## src/rtl/gpu_pipe_pkg.sv

```systemverilog
// Shared pixel-pipeline constants and the layer sequencer state encoding.
package gpu_pipe_pkg;

  localparam int unsigned LAYER_W    = 5;
  localparam int unsigned NUM_LAYERS = 2 ** LAYER_W;
  localparam int unsigned CNT_W      = LAYER_W + 1;

  typedef enum logic [2:0] {
    IDLE,
    SCAN,
    REQ,
    WAIT,
    DONE
  } layer_seq_state_t;

endpackage

```

## src/rtl/layer_sequencer_if.sv

```systemverilog
// Pixel start, fetch request/response and status bundle for the layer sequencer.
interface layer_sequencer_if;
  import gpu_pipe_pkg::*;

  logic                  pixelStart;
  logic [NUM_LAYERS-1:0] layerEnable;
  logic                  reqValid;
  logic                  reqReady;
  logic [LAYER_W-1:0]    reqLayer;
  logic                  respValid;
  logic                  respOpaque;
  logic                  busy;
  logic                  pixelDone;
  logic [CNT_W-1:0]      layerCount;

  modport master (
    input  pixelStart, layerEnable, reqReady, respValid, respOpaque,
    output reqValid, reqLayer, busy, pixelDone, layerCount
  );

  modport slave (
    output pixelStart, layerEnable, reqReady, respValid, respOpaque,
    input  reqValid, reqLayer, busy, pixelDone, layerCount
  );

endinterface

```

## src/rtl/layer_seq_scan.sv

```systemverilog
// Layer index register with enable-mask lookup and last-layer detect.
module layer_seq_scan
  import gpu_pipe_pkg::*;
(
  input  logic                  clk,
  input  logic                  reset,
  input  logic                  i_clear,
  input  logic                  i_advance,
  input  logic [NUM_LAYERS-1:0] i_mask,
  output logic [LAYER_W-1:0]    o_layer,
  output logic                  o_hit_c,
  output logic                  o_last_c
);

  logic [LAYER_W-1:0] r_layer;

  // Index never wraps: the controller stops advancing on the last layer.
  always_ff @(posedge clk) begin
    if (reset) begin
      r_layer <= '0;
    end else if (i_clear) begin
      r_layer <= '0;
    end else if (i_advance) begin
      r_layer <= r_layer + LAYER_W'(1);
    end
  end

  assign o_layer  = r_layer;
  assign o_hit_c  = i_mask[r_layer];
  assign o_last_c = (r_layer == LAYER_W'(NUM_LAYERS - 1));

endmodule

```

## src/rtl/layer_sequencer.sv

```systemverilog
// Per-pixel layer walk controller issuing one fetch per enabled layer.
// Optional early exit on an opaque layer: LAYER_SEQ_EARLY_OPAQUE_EN.
module layer_sequencer
  import gpu_pipe_pkg::*;
(
  input logic                clk,
  input logic                reset,
  layer_sequencer_if.master  if_seq
);

  layer_seq_state_t      r_state;
  logic [NUM_LAYERS-1:0] r_mask;
  logic [CNT_W-1:0]      r_count;
  logic                  r_req_valid;
  logic                  r_busy;
  logic                  r_pixel_done;

  logic [LAYER_W-1:0]    w_layer;
  logic                  w_hit;
  logic                  w_last;
  logic                  w_clear;
  logic                  w_advance;
  logic                  w_resp_end;

`ifdef LAYER_SEQ_EARLY_OPAQUE_EN
  assign w_resp_end = w_last | if_seq.respOpaque;
`else
  logic w_unused;
  assign w_unused   = if_seq.respOpaque;
  assign w_resp_end = w_last;
`endif

  assign w_clear   = (r_state == IDLE) && if_seq.pixelStart;
  assign w_advance = ((r_state == SCAN) && !w_hit && !w_last) ||
                     ((r_state == WAIT) && if_seq.respValid && !w_resp_end);

  layer_seq_scan u_scan (
    .clk       (clk),
    .reset     (reset),
    .i_clear   (w_clear),
    .i_advance (w_advance),
    .i_mask    (r_mask),
    .o_layer   (w_layer),
    .o_hit_c   (w_hit),
    .o_last_c  (w_last)
  );

  // Outputs are registered alongside each state transition so they track r_state exactly.
  always_ff @(posedge clk) begin
    if (reset) begin
      r_state      <= IDLE;
      r_mask       <= '0;
      r_count      <= '0;
      r_req_valid  <= 1'b0;
      r_busy       <= 1'b0;
      r_pixel_done <= 1'b0;
    end else begin
      r_pixel_done <= 1'b0;
      case (r_state)
        IDLE: begin
          if (if_seq.pixelStart) begin
            r_mask  <= if_seq.layerEnable;
            r_count <= '0;
            r_busy  <= 1'b1;
            r_state <= SCAN;
          end
        end
        SCAN: begin
          if (w_hit) begin
            r_req_valid <= 1'b1;
            r_state     <= REQ;
          end else if (w_last) begin
            r_pixel_done <= 1'b1;
            r_state      <= DONE;
          end
        end
        REQ: begin
          if (if_seq.reqReady) begin
            r_req_valid <= 1'b0;
            r_state     <= WAIT;
          end
        end
        WAIT: begin
          if (if_seq.respValid) begin
            r_count <= r_count + CNT_W'(1);
            if (w_resp_end) begin
              r_pixel_done <= 1'b1;
              r_state      <= DONE;
            end else begin
              r_state <= SCAN;
            end
          end
        end
        DONE: begin
          r_busy  <= 1'b0;
          r_state <= IDLE;
        end
        default: begin
          r_req_valid <= 1'b0;
          r_busy      <= 1'b0;
          r_state     <= IDLE;
        end
      endcase
    end
  end

  assign if_seq.reqValid   = r_req_valid;
  assign if_seq.reqLayer   = w_layer;
  assign if_seq.busy       = r_busy;
  assign if_seq.pixelDone  = r_pixel_done;
  assign if_seq.layerCount = r_count;

endmodule

```

## src/flat_wrapper.sv

```systemverilog
// flat-port wrapper written by rule: the top's interface ports become plain ports
module layer_sequencer_flat import gpu_pipe_pkg::*;
  (clk, reset, if_seq_pixelStart, if_seq_layerEnable, if_seq_reqReady, if_seq_respValid, if_seq_respOpaque, if_seq_reqValid, if_seq_reqLayer, if_seq_busy, if_seq_pixelDone, if_seq_layerCount);
  layer_sequencer_if if_seq_i ();
  input logic clk;
  input logic reset;
  input wire logic [$bits(if_seq_i.pixelStart)-1:0] if_seq_pixelStart;
  input wire logic [$bits(if_seq_i.layerEnable)-1:0] if_seq_layerEnable;
  input wire logic [$bits(if_seq_i.reqReady)-1:0] if_seq_reqReady;
  input wire logic [$bits(if_seq_i.respValid)-1:0] if_seq_respValid;
  input wire logic [$bits(if_seq_i.respOpaque)-1:0] if_seq_respOpaque;
  output wire logic [$bits(if_seq_i.reqValid)-1:0] if_seq_reqValid;
  output wire logic [$bits(if_seq_i.reqLayer)-1:0] if_seq_reqLayer;
  output wire logic [$bits(if_seq_i.busy)-1:0] if_seq_busy;
  output wire logic [$bits(if_seq_i.pixelDone)-1:0] if_seq_pixelDone;
  output wire logic [$bits(if_seq_i.layerCount)-1:0] if_seq_layerCount;
  assign if_seq_i.pixelStart = if_seq_pixelStart;
  assign if_seq_i.layerEnable = if_seq_layerEnable;
  assign if_seq_i.reqReady = if_seq_reqReady;
  assign if_seq_i.respValid = if_seq_respValid;
  assign if_seq_i.respOpaque = if_seq_respOpaque;
  assign if_seq_reqValid = if_seq_i.reqValid;
  assign if_seq_reqLayer = if_seq_i.reqLayer;
  assign if_seq_busy = if_seq_i.busy;
  assign if_seq_pixelDone = if_seq_i.pixelDone;
  assign if_seq_layerCount = if_seq_i.layerCount;
  layer_sequencer u_core (.clk(clk), .reset(reset), .if_seq(if_seq_i));
endmodule
```

## config.mk

```make
export PLATFORM = sky130hd
export DESIGN_NAME = layer_sequencer_flat
export DESIGN_NICKNAME = d
export VERILOG_FILES = /design/src/rtl/gpu_pipe_pkg.sv /design/src/rtl/layer_sequencer_if.sv /design/src/rtl/layer_seq_scan.sv /design/src/rtl/layer_sequencer.sv /design/src/flat_wrapper.sv
export SDC_FILE = /design/constraint.sdc
export NUM_CORES = 1
export LEC_CHECK = 0
export CORE_ASPECT_RATIO = 1.75
export CORE_MARGIN = 1.5
export CORE_UTILIZATION = 50
export CTS_CLUSTER_DIAMETER = 50
export CTS_CLUSTER_SIZE = 12
export DETAILED_ROUTE_END_ITERATION = 8
export PLACE_DENSITY = 0.8
export SYNTH_ARGS = -nofsm -noshare
export SYNTH_HDL_FRONTEND = slang
export SYNTH_SLANG_ARGS = --single-unit
```

## constraint.sdc

```tcl
create_clock -name clk -period 5.7 [get_ports clk]
set_clock_uncertainty 0.2 [all_clocks]
set_input_delay 1.14 -clock clk [delete_from_list [all_inputs] [get_ports clk]]
set_output_delay 1.14 -clock clk [all_outputs]
set_load 0.005 [all_outputs]
```

==> results of run 1 <==
## kinds of logic (layout without fill, tap and decap cells)
family,after synthesis,in the layout,synth area share [%]
buffers and inverters,23,63,4.422
multiplexers,10,10,9.342
AO/OA/AOI/OAI,56,56,14.43
AND/OR/NAND/NOR,128,128,25.26
flip-flops,49,49,43.34
adder cells (fa/ha/maj),3,3,1.659
XOR/XNOR,4,4,1.548
## sequential cells by signal, summed over array words and instances, names as in the netlist
signal                    flops
u_core.if_seq.layerCount      6
u_core.r_mask                32
u_core.r_state                3
u_core.if_seq.pixelDone       1
u_core.if_seq.busy            1
u_core.u_scan.o_layer         5
u_core.if_seq.reqValid        1
## tightest hold or removal path, stage by stage (launching register included)
cell and delay, ns:
dfxtp_1 0.32, nand2_1 0.05, a21oi_1 0.05
## through the flow
| stage | hold WS, ns | total power, W |
|---|---|---|
| after floorplan | 0.2315 | 0.0004404 |
| after global placement | 0.2386 | 0.0004793 |
| after detailed placement | 0.2481 | 0.0004828 |
| after CTS | 0.2596 | 0.0006801 |
| after global routing | 0.2799 | 0.0007068 |
| final | 0.2575 | 0.0006762 |
## power by group through the flow
stage	sequential [W]	combinational, W	clock (W)
after floorplan	0.000375	0.0000656	0
after CTS	0.000375	0.0000998	0.000205
after detailed placement	0.000384	0.0000993	0
after global routing	0.000378	0.000110	0.000219
after global placement	0.000382	0.0000973	0
final	0.000375	0.0000988	0.000202
## synthesized netlist by cell type (all sizes together), types with 2 or more instances
library cell / number / area [um2]
nand3: 11 / 55.05
nor3: 3 / 15.01
clkbuf: 13 / 50.04
a32oi: 2 / 17.52
nand2: 75 / 281.5
a31oi: 5 / 31.28
and4: 2 / 17.52
nor2: 21 / 78.83
nand2b: 2 / 12.51
mux4: 8 / 191.4
a21oi: 36 / 180.2
or2: 3 / 18.77
o211ai: 2 / 15.01
buf: 6 / 35.03
a22oi: 2 / 15.01
inv: 4 / 15.01
mux2i: 2 / 20.02
dfxtp: 49 / 980.9
xor2: 3 / 26.28
ha: 3 / 37.54
a32o: 2 / 20.02
a211oi: 2 / 15.01
o21ai: 2 / 10.01
and3: 2 / 12.51
## layer usage
metal / vias up / wire, um / GRT usage [%]
li1: 1027 / - / -
met1: 940 / 1893 / 22.64
met2: 51 / 2610 / 38.92
met3: 16 / 173 / 3.746
met4: 0 / 185 / 12.18
met5: - / 0 / 0
## area by class of cell
type / instances / area, um2
fill: 377 / 1520
multi-input combinational: 201 / 1182
sequential: 49 / 980.9
timing repair buffer: 52 / 515.5
clock buffer: 7 / 86.33
tap: 51 / 63.81
inverter: 4 / 15.01
## how the worst max path moves through the flow
stage	from	to	slack, ns	depth (start not counted)
floorplan	if_seq_pixelStart	u_core.u_scan.o_layer[3]	3.01	7
global placement	if_seq_pixelStart	u_core.u_scan.o_layer[2]	2.16	8
detailed placement	if_seq_pixelStart	u_core.u_scan.o_layer[2]	2.11	8
CTS	if_seq_pixelStart	u_core.u_scan.o_layer[2]	2.41	8
global route	if_seq_pixelStart	u_core.u_scan.o_layer[2]	2.26	8
finish	if_seq_pixelStart	u_core.u_scan.o_layer[2]	2.39	8
==> metrics.yaml, run 1 <==
comb_power_share_pct: 14.6
grt_pass1_vias: 1966
hold_end: "u_core.r_mask[0]"
finalSetupViolCount: 0
cts_buffer_depth: 2
rows: 32
gp_congestion: 0.8343
cts.sinks: 49
antenna_cells: 0
instances_no_fill: 364
p_sw_w: 0.0001676
final_cell_area_mm2: 0.002844
intPower_w: 0.0005086
post_dp_cell_area_mm2: 0.002758
antenna_found_initial: 0
fin_ws_ns: 2.393
syn_inst: 273
maxCapViolCount: 0
reg2reg_depth: 6
cts-resized-gates: 0
syn_to_final_growth_pct: 25.65
hold_buffers: 0
drt_iter0_markers: 46
grt-ovfl-total: 0
wirelength_um: 4862
tns_ns: 0
relSlewSlack_pct: 22.28
grt_pass1_wl_um: 8183
layout-drive-gt1-share_pct: 5.112
p_leak_nw: 1.036
final_hold_viol_count: 0
min_path_cells: 2
critPathMaxFanout: 35
die_area_mm2: 0.004955
power.density_mw_per_mm2: 237.8
path_buf_inv: 2
syn_nets: 314
hold_class: "register to register"
die_h_um: 92.01
wl_per_cell_um: 13.36
io_buffers: 50
arrival_ns: 3.32
final_core_util_pct: 65.17
switching_share_pct: 24.79
max_freq_ghz: 0.3024
clk_latency_ns: 0.29
finalCritPeriodShare_pct: 58.02
peakVddDrop_uv: 216.3
grt_max_degree: 41
path_class: "input pin to register"
ys_ff_latch: 49
vias: 2034
cts_setup_buffers: 0
endpoint_kind: "register"
p_seq_share_pct: 55.5
grt_usage_pct: 21.92
r2r-end: "u_core.u_scan.o_layer[0]"
final_cell_mix: "75 x nand2_1, 50 x clkdlybuf4s50_1, 49 x dfxtp_1"
synth-async-reset-ratio_pct: 0
vias_per_cell: 5.588
pwr-share-clk_pct: 29.9
dp_slack_ns: 2.109
rsz0062_at_grt: "false"
ys_warn_count: 0
synthFlopType: "dfxtp_1"
post-route-drc-count: 0
outcome: "complete, no violations"
pin_count: 52
ff2ff_setup_slack_ns: 2.71
cts.htree.levels: 2
hpwl_um: 3427
worstPathCellList: "clkdlybuf4s50_1, nor4b_4, buf_4, or2_2, nor2_1, a32o_1, a31oi_1, o211ai_1"
cts_buffers: 5
cts_tree: "built"
clockRootBuffer: "clkbuf_8"
start_util_pct: 51.86
final_common_cell: "nand2_1"
reg2reg_from: "u_core.u_scan.o_layer[0]"
worst_pin_slew_ns: 1.162
final_nets: 354
die-width_um: 53.86
fp.coreArea_mm2: 0.004364
seq_area_frac_synth_pct: 43.34
slew_viol_final: 0
cp.required_ns: 5.72
path_clk_slew_ns: 0.08
antenna_left: 0
path_delay_family: "simple AND/OR/NAND/NOR gates"
timing.final.crit_period_ns: 3.307
ys_types: 42
start_kind: "input pin"
cpPeakStageDelay_ns: 0.53
synth_area_mm2: 0.002263
holdCritStartpoint: "u_core.r_mask[0]"
synth_edf_count: 0
dp_cells: 357
critical_path.slowest_cell: "nor2_1"
avgSynthCellArea_um2: 8.291
firstDrtPassIters: 4
(Power assumes the default switching activity.)
==> inputs of run 2 (changes only) <==
==> constraint.sdc (replaced) <==
create_clock -name clk -period 3.45 [get_ports clk]
set_clock_uncertainty 0.2 [all_clocks]
set_input_delay 0.69 -clock clk [delete_from_list [all_inputs] [get_ports clk]]
set_output_delay 0.69 -clock clk [all_outputs]
set_load 0.005 [all_outputs]
==> run 2 against run 1 <==
Net effect:
- final area grew 0.79%
- sequential share of layout area fell by 0.27 points
- routed wire length decreased by 5.5%
- hold slack got worse by 0.0043 ns
- via count fell by 0.69%
- global-route usage shrank 1.1 points
- combinational power rose by 72%
- critical path depth is 2 lower
- critical path type is now register to register
==> metrics.yaml, run 2 (synthesis results as in run 1) <==
min_path_cells: 2
tns_ns: 0
outcome: "complete, no violations"
final_hold_viol_count: 0
grt_pass1_wl_um: 7824
wirelength_um: 4597
antenna_cells: 0
dp_slack_ns: 0.7058
layout-drive-gt1-share_pct: 6.013
cts.sinks: 49
worstPathCellList: "mux4_1, a211oi_1, o221ai_1, o21a_1, or4_1, nand3_1"
cts_tree: "built"
clockRootBuffer: "clkbuf_8"
fill_cells: 353
syn_to_final_growth_pct: 26.64
worst_pin_slew_ns: 0.6670
cts_buffer_depth: 2
max_freq_ghz: 0.3572
hold_end: "u_core.r_mask[5]"
rows: 32
fp.coreArea_mm2: 0.004364
top_register: "u_core.r_mask"
grt-ovfl-total: 0
maxCapViolCount: 0
post-route-drc-count: 0
power.density_mw_per_mm2: 388.4
worstSetupStartpoint: "u_core.u_scan.o_layer[0]"
hold_class: "register to register"
start_kind: "register"
switching_share_pct: 24.22
endpoint_kind: "register"
vias_per_cell: 5.504
final_cell_mix: "75 x nand2_1, 50 x clkdlybuf4s50_1, 49 x dfxtp_1"
finalSetupViolCount: 0
final_common_cell: "nand2_1"
comb_power_share_pct: 15.2
antenna_found_initial: 0
timing.final.crit_period_ns: 2.799
rsz0062_at_grt: "false"
cts.htree.levels: 2
antenna_left: 0
die_h_um: 92.01
cts_buffers: 5
gp_congestion: 0.8747
reg2reg_from: "u_core.u_scan.o_layer[0]"
cp.required_ns: 3.49
relSlewSlack_pct: 55.40
intPower_w: 0.0008438
path_buf_inv: 0
finalCritPeriodShare_pct: 81.14
io_buffers: 50
vias: 2020
start_util_pct: 51.86
p_leak_nw: 1.051
multi_input_area_mm2: 0.001182
cpPeakStageDelay_ns: 0.68
arrival_ns: 2.84
r2r-end: "u_core.u_scan.o_layer[0]"
fin_ws_ns: 0.6508
final_nets: 357
firstDrtPassIters: 4
cts_setup_buffers: 0
reg2reg_depth: 6
cts-resized-gates: 0
ff2ff_setup_slack_ns: 0.65
die-width_um: 53.86
die_area_mm2: 0.004955
hold_buffers: 0
path_delay_family: "compound AO/OA/AOI/OAI gates"
seq_area_um2: 980.9
grt_pass1_vias: 1927
hpwl_um: 3405
grt_usage_pct: 20.80
pwr-share-clk_pct: 29.4
holdCritStartpoint: "u_core.r_mask[5]"
pin_count: 52
critPathMaxFanout: 14
grt_max_degree: 40
largest_register_ffs: 32
peakVddDrop_uv: 435.3
drt_iter0_markers: 31
path_clk_slew_ns: 0.08
path_class: "register to register"
clk_latency_ns: 0.29
p_seq_share_pct: 55.4
wl_per_cell_um: 12.53
slew_viol_final: 0
p_sw_w: 0.0002696
critical_path.slowest_cell: "mux4_1"
==> run 2: changes by cell type in the layout (fill, tap and decap cells not counted) <==
cell and change:
buf_4 +3
==> run 2: how the worst max path moves through the flow <==
stage,to,cells past startpoint
detailed placement,u_core.u_scan.o_layer[0],6
floorplan,u_core.u_scan.o_layer[1],9
global route,u_core.u_scan.o_layer[0],6
finish,u_core.u_scan.o_layer[0],6
global placement,u_core.u_scan.o_layer[1],7
CTS,u_core.u_scan.o_layer[0],6
==> run 2: cell type report <==
class,count,area share (%)
well taps,51,2.226
inverters,4,0.5238
multi-input cells,201,41.25
flip-flops and latches,49,34.22
clock buffers,7,3.012
repair buffers,55,18.77
==> run 2: stage by stage <==
| stage | instance area [um2] | std cells | total power [W] | hold slack, ns | util [%] |
|---|---|---|---|---|---|
| after global routing | 2867 | 367 | 0.001165 | 0.2749 | 65.68 |
| after floorplan | 2263 | 273 | 0.0007276 | 0.2315 | - |
| after global placement | 2780 | 360 | 0.0007968 | 0.2379 | 63.70 |
| final | 2867 | 367 | 0.001113 | 0.2532 | 65.68 |
| after CTS | 2867 | 367 | 0.001123 | 0.2580 | 65.68 |
| after detailed placement | 2780 | 360 | 0.0008003 | 0.2470 | 63.70 |
==> run 2: layer usage <==
metal,wire [um],global-route usage [%],vias to the layer above
met5,0,0,-
met3,136,3.420,8
met1,1859,22.07,941
met4,131,9.188,0
li1,-,-,1029
met2,2469,37.60,42
==> run 2: worst reg2reg max path: stages (launching register included) <==
cell and delay (ns):
dfxtp_1 0.61, mux4_1 0.68, a211oi_1 0.28, o221ai_1 0.14
o21a_1 0.28, or4_1 0.47, nand3_1 0.09
==> run 2: power groups by stage <==
stage	clock network (W)	registers, W	logic (W)
3_5_place_dp	0	0.000630	0.000171
3_3_place_gp	0	0.000628	0.000169
5_1_grt	0.000354	0.000620	0.000190
6_report	0.000327	0.000616	0.000170
2_1_floorplan	0	0.000619	0.000108
4_1_cts	0.000335	0.000616	0.000172
